$ cat src/rtl/muldiv_iter.sv
// rtl/muldiv_iter.sv - iterative signed/unsigned multiply/divide engine with {hi, lo} result
module muldiv_iter #(
    parameter int WIDTH = 32
) (
    input  logic                 clk,
    input  logic                 rst,
    input  logic                 start_i,
    input  logic [1:0]           op_i,
    input  logic [WIDTH-1:0]     opdata1_i,
    input  logic [WIDTH-1:0]     opdata2_i,
    input  logic                 annul_i,
    output logic                 busy_o,
    output logic                 ready_o,
    output logic                 dbz_o,
    output logic [2*WIDTH-1:0]   result_o
);

    localparam int CNT_W = $clog2(WIDTH) + 1;

    typedef enum logic [1:0] {
        IDLE = 2'd0,
        CALC = 2'd1,
        DONE = 2'd2
    } state_t;

    state_t               state_q, state_d;
    logic [1:0]           op_q, op_d;
    logic [2*WIDTH-1:0]   acc_q, acc_d;
    logic [WIDTH-1:0]     opb_q, opb_d;
    logic                 neg_lo_q, neg_lo_d;
    logic                 neg_hi_q, neg_hi_d;
    logic [CNT_W-1:0]     cnt_q, cnt_d;
    logic [2*WIDTH-1:0]   result_q, result_d;
    logic                 dbz_q, dbz_d;

    logic                 in_signed;
    logic                 a_neg, b_neg;
    logic [WIDTH-1:0]     a_mag, b_mag;
    logic [WIDTH:0]       mul_sum;
    logic [2*WIDTH-1:0]   mul_next;
    logic [WIDTH:0]       div_shift, div_diff;
    logic                 div_ge;
    logic [2*WIDTH-1:0]   div_next;
    logic [2*WIDTH-1:0]   step_next;
    logic [WIDTH-1:0]     fin_hi, fin_lo;
    logic [2*WIDTH-1:0]   final_res;

    // op bit 0 clear means signed; bit 1 set means divide
    always_comb begin
        in_signed = ~op_i[0];
        a_neg     = in_signed & opdata1_i[WIDTH-1];
        b_neg     = in_signed & opdata2_i[WIDTH-1];
        a_mag     = a_neg ? -opdata1_i : opdata1_i;
        b_mag     = b_neg ? -opdata2_i : opdata2_i;
    end

    // acc holds {partial product, multiplier} or {remainder, dividend/quotient}
    always_comb begin
        mul_sum   = {1'b0, acc_q[2*WIDTH-1:WIDTH]}
                  + (acc_q[0] ? {1'b0, opb_q} : {(WIDTH+1){1'b0}});
        mul_next  = {mul_sum, acc_q[WIDTH-1:1]};

        div_shift = {acc_q[2*WIDTH-1:WIDTH], acc_q[WIDTH-1]};
        div_diff  = div_shift - {1'b0, opb_q};
        div_ge    = ~div_diff[WIDTH];
        div_next  = {(div_ge ? div_diff[WIDTH-1:0] : div_shift[WIDTH-1:0]),
                     acc_q[WIDTH-2:0], div_ge};

        step_next = op_q[1] ? div_next : mul_next;

        fin_hi    = neg_hi_q ? -step_next[2*WIDTH-1:WIDTH] : step_next[2*WIDTH-1:WIDTH];
        fin_lo    = neg_lo_q ? -step_next[WIDTH-1:0] : step_next[WIDTH-1:0];
        if (op_q[1]) begin
            final_res = {fin_hi, fin_lo};
        end else begin
            final_res = neg_lo_q ? -step_next : step_next;
        end
    end

    always_comb begin
        state_d  = state_q;
        op_d     = op_q;
        acc_d    = acc_q;
        opb_d    = opb_q;
        neg_lo_d = neg_lo_q;
        neg_hi_d = neg_hi_q;
        cnt_d    = cnt_q;
        result_d = result_q;
        dbz_d    = dbz_q;

        unique case (state_q)
            IDLE: begin
                if (start_i && !annul_i) begin
                    op_d     = op_i;
                    opb_d    = b_mag;
                    acc_d    = {{WIDTH{1'b0}}, a_mag};
                    neg_lo_d = a_neg ^ b_neg;
                    neg_hi_d = a_neg;
                    cnt_d    = '0;
                    dbz_d    = 1'b0;
                    if (op_i[1] && (opdata2_i == '0)) begin
                        state_d  = DONE;
                        dbz_d    = 1'b1;
                        result_d = {opdata1_i, {WIDTH{1'b1}}};
                    end else begin
                        state_d  = CALC;
                    end
                end
            end
            CALC: begin
                if (annul_i) begin
                    state_d = IDLE;
                end else begin
                    acc_d = step_next;
                    cnt_d = cnt_q + 1'b1;
                    if (cnt_q == CNT_W'(WIDTH - 1)) begin
                        state_d  = DONE;
                        result_d = final_res;
                    end
                end
            end
            DONE: begin
                state_d = IDLE;
            end
            default: begin
                state_d = IDLE;
            end
        endcase
    end

    always_ff @(posedge clk) begin
        if (rst) begin
            state_q  <= IDLE;
            op_q     <= '0;
            acc_q    <= '0;
            opb_q    <= '0;
            neg_lo_q <= 1'b0;
            neg_hi_q <= 1'b0;
            cnt_q    <= '0;
            result_q <= '0;
            dbz_q    <= 1'b0;
        end else begin
            state_q  <= state_d;
            op_q     <= op_d;
            acc_q    <= acc_d;
            opb_q    <= opb_d;
            neg_lo_q <= neg_lo_d;
            neg_hi_q <= neg_hi_d;
            cnt_q    <= cnt_d;
            result_q <= result_d;
            dbz_q    <= dbz_d;
        end
    end

    assign busy_o   = (state_q != IDLE);
    assign ready_o  = (state_q == DONE) && !annul_i;
    assign dbz_o    = dbz_q;
    assign result_o = result_q;

endmodule

$ cat config.mk
export PLATFORM = sky130hd
export DESIGN_NAME = muldiv_iter
export DESIGN_NICKNAME = d
export VERILOG_FILES = /design/src/rtl/muldiv_iter.sv
export SDC_FILE = /design/constraint.sdc
export NUM_CORES = 1
export LEC_CHECK = 0
export BUFFER_PORTS_ARGS = -buffer_cell sky130_fd_sc_hd__buf_2
export CORE_MARGIN = 5
export CORE_UTILIZATION = 39
export CTS_CLUSTER_DIAMETER = 200
export DETAILED_ROUTE_END_ITERATION = 6
export HOLD_SLACK_MARGIN = 0.02
export PLACE_DENSITY = 0.62
export SETUP_SLACK_MARGIN = 0.02
export SYNTH_ARGS = -nofsm -noshare
export SYNTH_HDL_FRONTEND = slang
export SYNTH_SLANG_ARGS = --single-unit
$ cat constraint.sdc
create_clock -name clk -period 5.3 [get_ports clk]
set_input_delay 0.53 -clock clk [delete_from_list [all_inputs] [get_ports clk]]
set_output_delay 0.53 -clock clk [all_outputs]
set_load 0.005 [all_outputs]
==> Word-level counts from Yosys, hierarchy flattened <==
Cells that the tools add are included.
{ "word_totals": {"reg_bits": 173, "out_inout_bits": 67, "elab_cells": 68} }
{ "classes": {"n_addsub": 8, "eq_ne": 8, "mux": 26, "bitwise": 5, "n_reduce_logical": 12} }
{ "ops": {"columns": ["op", "count"], "rows": [
  ["two-way mux 64 bit", 9],
  ["case mux 64 bit (2 select lines)", 2],
  ["two-way mux 32 bit", 6],
  ["negator 32 bit", 4],
  ["negator 64 bit", 1],
  ["adder 32 x 32 -> 33 bit", 1],
  ["subtractor 33 x 32 -> 33 bit", 1],
  ["logical NOT 32 bit", 1],
  ["two-way mux 6 bit", 2],
  ["case mux 6 bit (2 select lines)", 1],
  ["two-way mux 2 bit", 4],
  ["!= test 2 bit, second input constant", 4],
  ["adder 6 x 1 -> 6 bit, second input constant", 1],
  ["equality test 6 x 5 -> 1 bit, second input constant", 1],
  ["AND reduction 5 bit", 1],
  ["case mux 2 bit (2 select lines)", 1],
  ["AND reduction 2 bit", 2],
  ["nonzero test 2 bit", 2],
  ["logical AND 1 bit", 3],
  ["!= test 3 bit, second input constant", 1],
  ["AND reduction 3 bit", 1],
  ["AND 1 bit", 2],
  ["equality test 2 x 1 -> 1 bit, second input constant", 1],
  ["equality test 2 bit, second input constant", 1],
  ["5 further kinds", 6]
]} }

==> Logic depth before layout (Yosys ltp) <==
Gate-level depths: netlist (run 1).
{ "depth": {"ltp_word": 9, "depth_mapped": 23, "depth_no_buf": 22} }

==> Least setup slack after synthesis (run 1) <==
OpenSTA, ideal clock, no wires.
{ "synth_timing": {"path_kind": "reg2reg", "from": "register acc_q[31]", "to": "register result_q[62], in the netlist result_o[62]", "setup_ps": 74, "t_arrival_ps": 4220, "setup_slack_ps": 1006, "path_stages_with_launch": 24, "path_buffers": 1, "synth_period_minus_slack_ps": 4294, "cell_sequence": "dfxtp_1 -> inv_1 -> ha_1 -> inv_1 -> fa_1 -> a211oi_2 -> nor3_2 -> o21a_1 -> o21ai_1 -> a211o_1 -> buf_2 -> nor2_1 -> nor2_1 -> ha_1 -> inv_1 -> or2_2 -> nor4_1 -> and4_1 -> nor2_1 -> nand3b_1 -> nor4_1 -> o21a_1 -> o21ai_1 -> a31oi_1"} }
{ "synth_between": {"elab_chain_cells": 9, "word_cells_on_any_way": 12, "classes_between": "3 x add/sub; 8 x mux; 1 x bitwise"} }
{ "synth_lines": {"columns": ["item", "line", "text"], "rows": [
  ["start: declaration", "28", "logic [2*WIDTH-1:0] acc_q, acc_d;"],
  ["start signal: assignment", "135", "acc_q <= '0;"],
  ["start signal: assignment", "145", "acc_q <= acc_d;"],
  ["subtractor 33 x 32 -> 33 bit", "64", "div_diff = div_shift - {1'b0, opb_q};"],
  ["two-way mux 32 bit or inverter 1 bit (tied branches)", "66, 65", null],
  ["two-way mux 64 bit *", "69", "step_next = op_q[1] ? div_next : mul_next;"],
  ["negator 64 bit or negator 32 bit (tied branches)", "76, 71", null],
  ["two-way mux 64 bit or two-way mux 32 bit (tied branches)", "76, 71", null],
  ["two-way mux 64 bit *", "73", "if (op_q[1]) begin"],
  ["two-way mux 64 bit *", "116", "if (cnt_q == CNT_W'(WIDTH - 1)) begin"],
  ["two-way mux 64 bit *", "111", "if (annul_i) begin"],
  ["case mux 64 bit (2 select lines) *", "91", "unique case (state_q)"],
  ["end signal: assignment", "150", "result_q <= result_d;"],
  ["end: declaration", "33", "logic [2*WIDTH-1:0] result_q, result_d;"]
]} }
Every way passes the cells marked *; elsewhere a longest branch is shown, timed or not. The select of a mux whose other input is x is not followed.
A chain may end at the register's enable or synchronous reset.

==> Worst setup path after layout (run 1) <==
{ "layout_timing": {"from": "register acc_q[31]", "to": "register result_q[61], in the netlist result_o[61]"} }
Same word-level chain as after synthesis.

==> results.sh, run 1 <==
export IMPL_cp_depth=19
export IMPL_synth_top_area_share_pct=23.1
export IMPL_status="finished clean"
export IMPL_hold_buffers=0
export IMPL_setup_tns_ns=0
export IMPL_finalPower_uw=3810
export IMPL_avgSynthCellArea_um2=7.26
export IMPL_synth_flop_cell="dfxtp_1"
export IMPL_wirelength_um=55400
export IMPL_startpoint_type="register"
export IMPL_area_delta_synth_final_pct=13.4
export IMPL_drt_iter0_drc=1145
export IMPL_fillers=3915
export IMPL_synthTopCellsByArea="dfxtp_1, nor2_1, ha_1"
export IMPL_yosys_area_top_type="dfxtp_1"
export IMPL_setup_viol=0
export IMPL_fmax_mhz=199
export IMPL_min_period_ns=5.03
export IMPL_clk_latency_ns=0.47
export IMPL_yosysUniqueCellTypes=89
export IMPL_timing_final_ws_setup_ns=0.273
export IMPL_syn_num_nets=2195
export IMPL_async_flop_share_pct=0
export IMPL_grt_start_max_net_pins=88
export IMPL_syn_cell_area_mm2=0.0149
export IMPL_max_vdd_ir_drop_mv=0.230
export IMPL_cp_end_kind="register"
export IMPL_fp_row_count=71
export IMPL_core_mm2=0.0377
export IMPL_grt_pass1_wl_um=85500
export IMPL_synth_enable_flop_cells=0
export IMPL_first_pass_iters=5
export IMPL_grt_overflow_total=0
export IMPL_die_area_mm2=0.0422
export IMPL_reg2reg_depth=19
export IMPL_ys_ff_latch=172
export IMPL_cts_buffers=17
export IMPL_drc=0
export IMPL_synth_cells=2054
export IMPL_drive_gt1_share_pct=13.9
export IMPL_clockRootBuffer="clkbuf_16"
export IMPL_drv_cap=0
export IMPL_leakage_uw=0.00679
export IMPL_p_per_area_mw_per_mm2=226
export IMPL_rsz0062_at_grt="no"
export IMPL_yosys_warnings=0
export IMPL_seq_area_mm2=0.00345
export IMPL_hold_depth=3
export IMPL_antenna_found_initial=1
export IMPL_via_per_inst=5.93
export IMPL_hold_viol=0
export IMPL_cts_buffer_depth=2
export IMPL_relSlewSlack_pct=32.8
export IMPL_worst_pin_slew_ns=1.01
export IMPL_critPathSlowestCell="nor4_2"
export IMPL_cts_tree="done"
export IMPL_drv_slew=0
export IMPL_hpwl_um=43000
export IMPL_wl_per_cell_um=20.8
export IMPL_path_clk_slew_ns=0.09
export IMPL_nets=2283
export IMPL_required_ns=5.64
export IMPL_post_cts_setup_buffers=0
export IMPL_h_tree_depth=4
export IMPL_io_pins=137
export IMPL_cp_data_arrival_time_ns=5.36
export IMPL_ant_nets=0
export IMPL_cp_max_fo=25
export IMPL_grt_pass1_vias=14900
export IMPL_path_cells="inv_1 > ha_1 > inv_1 > fa_1 > a211oi_2 > nor3_2 > o21a_1 > o211a_1 > a211o_1 > buf_4 > a31oi_1 > nand3_1 > nor4_2 > nand2_1 > a2111oi_2 > buf_4 > nor2_1 > xnor2_1 > o22ai_1"
export IMPL_ys_seq_area_share_pct=23.1
export IMPL_place_congestion=1.01
export IMPL_grt_use_total_pct=25.5
export IMPL_cpLargestDelayFamily="compound AO/OA/AOI/OAI gates"
export IMPL_hold_path_class="input port to register"
export IMPL_finClkSkew_ns=0.0197
export IMPL_critPathBufInv=4
export IMPL_port_buffers=136
export IMPL_min_period_over_period_pct=94.9
export IMPL_crit_type="register to register"
export IMPL_fp_dieW_um=205
export IMPL_die_y_um=205
export IMPL_start_util_pct=39.6
export IMPL_max_stage_delay_ns=0.45
export IMPL_num_vias=15800
export IMPL_multiInputGateArea_mm2=0.0107
export IMPL_cts_num_sinks=172
export IMPL_dpl_worst_slack_ns=0.0213
==> worst min-delay path, stage by stage <==
cell and delay (ns):
buf_2 0.10, nand2_1 0.05, a21oi_1 0.05
==> cell usage after synthesis, drive strengths merged, types with 46 or more instances <==
| library cell | count |
|---|---|
| nor2 | 242 |
| nand2 | 213 |
| dfxtp | 172 |
| a21oi | 171 |
| o21ai | 114 |
| clkbuf | 103 |
| xnor2 | 85 |
| xor2 | 79 |
| a211oi | 71 |
| inv | 71 |
| ha | 69 |
| nor3 | 64 |
| and2 | 46 |
==> worst paths after layout <==
path / slack [ns] / to / startpoint
setup / recovery: 0.27 / result_o[61]$_SDFFE_PP0P_ / acc_q[31]$_SDFFE_PP0P_
hold / removal: 0.33 / op_q[1]$_SDFFE_PP0P_ / op_i[1]
setup reg to reg: 0.27 / result_o[61]$_SDFFE_PP0P_ / acc_q[31]$_SDFFE_PP0P_
hold reg to reg: 0.46 / dbz_o$_SDFFE_PP0P_ / dbz_o$_SDFFE_PP0P_
==> final cells by class <==
cell class,instances,area share (%)
multi-input cells,1672,63.3
flip-flops and latches,172,20.4
repair buffers,207,7.20
well taps,511,3.78
clock buffers,17,2.52
inverters,72,1.60
clock inverters,15,1.20
diodes,1,0.0148
==> power by group <==
group	leakage (µW)	switching [µW]	internal, µW
Sequential	0.00140	56.9	1350
Combinational	0.00509	674	378
Clock	0.000297	674	683
Total	0.00679	1410	2410
==> sequential cells by signal (all words and copies together), names as in the netlist <==
signal	count
acc_q	64
cnt_q	6
dbz_o	1
neg_hi_q	1
neg_lo_q	1
op_q	1
opb_q	32
result_o	64
state_q	2
==> placed cells by master (no fill, tap or decap), types with 7 or more instances in the layout <==
cell       instances
nand3_1           43
mux2_2            10
nand2_1          212
a211oi_1          69
o211ai_1          42
nor3_1            61
or2_2              8
xor2_1            79
xnor2_1           85
and2_1            45
a22oi_1           33
nor2b_1           16
a31oi_1           27
dfxtp_1          171
or4_1              7
a21o_1            24
a311oi_1          24
nor3b_1            8
nand4_1           22
o31ai_1           31
o21ai_0          107
mux2i_1           41
inv_1             71
nor4_1            13
buf_4             72
and3_1            10
clkbuf_16         17
o21a_1            11
o22ai_1            8
o21bai_1          10
nand2b_1          13
ha_1              69
or3_1             14
nor2_1           237
a211o_1            7
buf_2            135
a21oi_1          168
==> routing by layer <==
metal | part of all wire [%] | track usage [%] | vias up | routed length, µm
met2 | 47 | 42.3 | 630 | 25800
met3 | 6.2 | 3.74 | 86 | 3450
li1 | - | - | 7624 | -
met5 | 0 | 0 | - | 0
met1 | 44 | 33.9 | 7487 | 24400
met4 | 3.1 | 8.90 | 0 | 1740
==> per-stage QoR <==
step	hold slack (ns)	cell area (µm²)	std cells	utilization (%)
final	0.328	16900	2667	44.9
after global routing	0.343	16900	2667	44.9
after CTS	0.313	16900	2666	44.8
after detailed placement	0.444	16200	2634	43.1
after global placement	0.443	16200	2634	43.1
after floorplan	0.444	14900	2054	-
==> cell families after synthesis <==
logic type | synth area share [%]
XOR/XNOR | 9.64
buffers and inverters | 5.53
AND/OR/NAND/NOR | 23.7
multiplexers | 3.51
AO/OA/AOI/OAI | 28.4
flip-flops | 23.1
adder cells (fa/ha/maj) | 6.06
==> timing repair <==
action,4_1_cts,5_1_grt
resized for setup,1,5
gates cloned,0,0
hold endpoints to repair,0,0
setup endpoints to repair,1,10
Note: power is estimated with default switching activity, not from simulation.
==> inputs of run 2 (changes only) <==
--- a/config.mk
+++ b/config.mk
@@ -5,6 +5,7 @@
 export SDC_FILE = /design/constraint.sdc
 export NUM_CORES = 1
 export LEC_CHECK = 0
+export ABC_AREA = 1
 export BUFFER_PORTS_ARGS = -buffer_cell sky130_fd_sc_hd__buf_2
 export CORE_MARGIN = 5
 export CORE_UTILIZATION = 39
==> run 2 against run 1 <==
  * Synthesized cell count rose by 45%
  * Wire length up 25%
  * Final area increased by 9.0%
  * Critical path depth rose by 14
  * First-iteration DRC count grew 75%
  * Flip-flop and latch count unchanged
  * Fmax is 5.5% higher
  * Critical path type unchanged
  * Highest routed layer unchanged
==> results.sh, run 2 <==
export IMPL_rsz0062_at_grt="no"
export IMPL_cts_num_sinks=172
export IMPL_synth_top_area_share_pct=20.6
export IMPL_synthTopCellsByArea="dfxtp_1, nand2_1, inv_1"
export IMPL_p_sw_uw=1630
export IMPL_synth_enable_flop_cells=0
export IMPL_final_cells=3618
export IMPL_finClkSkew_ns=0.0114
export IMPL_drt_iter0_drc=2005
export IMPL_worst_pin_slew_ns=1.11
export IMPL_p_int_uw=2350
export IMPL_grt_start_max_net_pins=87
export IMPL_cp_max_fo=7
export IMPL_relSlewSlack_pct=25.7
export IMPL_grt_overflow_total=0
export IMPL_max_stage_delay_ns=0.40
export IMPL_synth_flop_cell="dfxtp_1"
export IMPL_io_pins=137
export IMPL_pwr_share_seq_pct=34.9
export IMPL_switching_share_pct=41.0
export IMPL_syn_num_nets=3126
export IMPL_fp_dieW_um=217
export IMPL_status="finished clean"
export IMPL_yosysUniqueCellTypes=60
export IMPL_cts_buffer_depth=2
export IMPL_yosys_top_cells_count="nand2_1, inv_1, nor2_1"
export IMPL_crit_type="register to register"
export IMPL_min_period_ns=4.77
export IMPL_synth_cells=2985
export IMPL_drc=0
export IMPL_path_clk_slew_ns=0.08
export IMPL_drive_gt1_share_pct=9.11
export IMPL_syn_cell_area_mm2=0.0168
export IMPL_clk_latency_ns=0.50
export IMPL_h_tree_depth=4
export IMPL_async_flop_share_pct=0
export IMPL_final_cell_mix="nand2_1, inv_1, nor2_1"
export IMPL_die_area_mm2=0.0472
export IMPL_ys_seq_area_share_pct=20.6
export IMPL_dp_cells=3585
export IMPL_required_ns=5.64
export IMPL_drv_cap=0
export IMPL_port_buffers=136
export IMPL_first_pass_iters=6
export IMPL_drv_slew=0
export IMPL_final_common_cell="nand2_1"
export IMPL_yosys_warnings=0
export IMPL_setup_tns_ns=0
export IMPL_cts_tree="done"
export IMPL_hold_viol=0
export IMPL_p_clk_share_pct=31.7
export IMPL_min_period_over_period_pct=89.9
export IMPL_fmax_mhz=210
export IMPL_yosys_area_top_type="dfxtp_1"
export IMPL_core_mm2=0.0428
export IMPL_max_vdd_ir_drop_mv=0.236
export IMPL_hpwl_um=54900
export IMPL_leakage_uw=0.00941
export IMPL_area_delta_synth_final_pct=9.98
export IMPL_grt_pass1_wl_um=105000
export IMPL_hold_path_class="input port to register"
export IMPL_antenna_found_initial=1
export IMPL_ant_nets=0
export IMPL_cts_buffers=17
export IMPL_dpl_worst_slack_ns=0.509
export IMPL_crit_start="acc_q[31]$_SDFFE_PP0P_"
export IMPL_wirelength_um=69300
export IMPL_critPathSlowestCell="fa_1"
export IMPL_die_y_um=217
export IMPL_timing_final_ws_setup_ns=0.533
export IMPL_synth_most_common_cell="nand2_1"
export IMPL_num_vias=19800
export IMPL_p_comb_share_pct=33.3
export IMPL_worstHoldStart="op_i[1]"
export IMPL_use_met3_pct=4.28
export IMPL_avgSynthCellArea_um2=5.61
export IMPL_grt_use_total_pct=28.5
export IMPL_reg2reg_from="acc_q[31]$_SDFFE_PP0P_"
export IMPL_nets=3200
export IMPL_grt_use_met1_pct=37.3
export IMPL_top_usage_layer="met2"
export IMPL_grt_pass1_vias=18300
export IMPL_reg2reg_slack_ns=0.53
export IMPL_met2_usage_pct=45.8
export IMPL_setup_viol=0
export IMPL_cp_data_arrival_time_ns=5.11
export IMPL_wl_per_cell_um=19.2
export IMPL_clockRootBuffer="clkbuf_16"
export IMPL_cp_end_kind="register"
export IMPL_startpoint_type="register"
export IMPL_fp_row_count=76
export IMPL_crit_top_cell="nand2_1"
export IMPL_place_congestion=1.01
export IMPL_p_per_area_mw_per_mm2=216
export IMPL_via_per_inst=5.47
export IMPL_start_util_pct=39.2
export IMPL_ys_ff_latch=172
export IMPL_diodes=0
==> run 2: cell families after synthesis <==
kind of cell	Yosys count	share of synthesized area, %
mux	1	0.0597
fa+ha+maj	71	5.39
simple gates	1630	41.3
xor+xnor	60	3.14
compound gates	486	16.4
buf+inv	565	13.2
flops	172	20.6
==> run 2: worst paths after layout <==
path / end / depth (start not counted)
setup / recovery: result_o[58]$_SDFFE_PP0P_ / 33
hold / removal: op_q[1]$_SDFFE_PP0P_ / 3
setup reg to reg: result_o[58]$_SDFFE_PP0P_ / 33
hold reg to reg: result_o[51]$_SDFFE_PP0P_ / 2
==> run 2: layout make-up <==
| cell class | instances | area (µm²) |
|---|---|---|
| Timing Repair Buffer | 161 | 883 |
| Inverter | 459 | 1720 |
| Clock buffer | 17 | 425 |
| Tap cell | 546 | 683 |
| Clock inverter | 15 | 131 |
| Fill cell | 4817 | 24400 |
| Multi-Input combinational cell | 2248 | 11100 |
| Sequential cell | 172 | 3450 |
==> run 2: power groups by stage <==
stage	sequential (µW)	clock (µW)	combinational, µW
after floorplan	1400	0	894
after global placement	1420	0	1290
after CTS	1390	1290	1300
final	1390	1260	1330
after detailed placement	1420	0	1290
after global routing	1400	1330	1460
==> run 2: stage by stage <==
step / hold slack, ns / area (µm²) / util (%) / power (µW)
after floorplan: 0.451 / 16800 / - / 2300
after global placement: 0.453 / 17900 / 41.7 / 2710
after global routing: 0.315 / 18400 / 43.1 / 4190
final: 0.309 / 18400 / 43.1 / 3980
after CTS: 0.283 / 18400 / 43.0 / 3980
after detailed placement: 0.457 / 17900 / 41.7 / 2710
==> run 2: worst max-delay path: cells and delay by family (launching register included) <==
kind / cells / cell delay (ns)
AND/OR/NAND/NOR: 25 / 3.04
adder cells (fa/ha/maj): 3 / 0.76
buffers and inverters: 3 / 0.22
AO/OA/AOI/OAI: 2 / 0.30
flip-flops: 1 / 0.31
==> run 2: what timing repair did <==
item                       4_1_cts  5_1_grt
buffers inserted                 0        1
resized for setup                0        3
setup endpoints to repair        0        9
hold buffers                     0        0
==> run 2: routing by layer <==
metal | vias to the layer above | part of all wire, %
met4 | 0 | 5.5
li1 | 9697 | -
met5 | - | 0
met3 | 181 | 7.0
met1 | 9054 | 43
met2 | 873 | 45
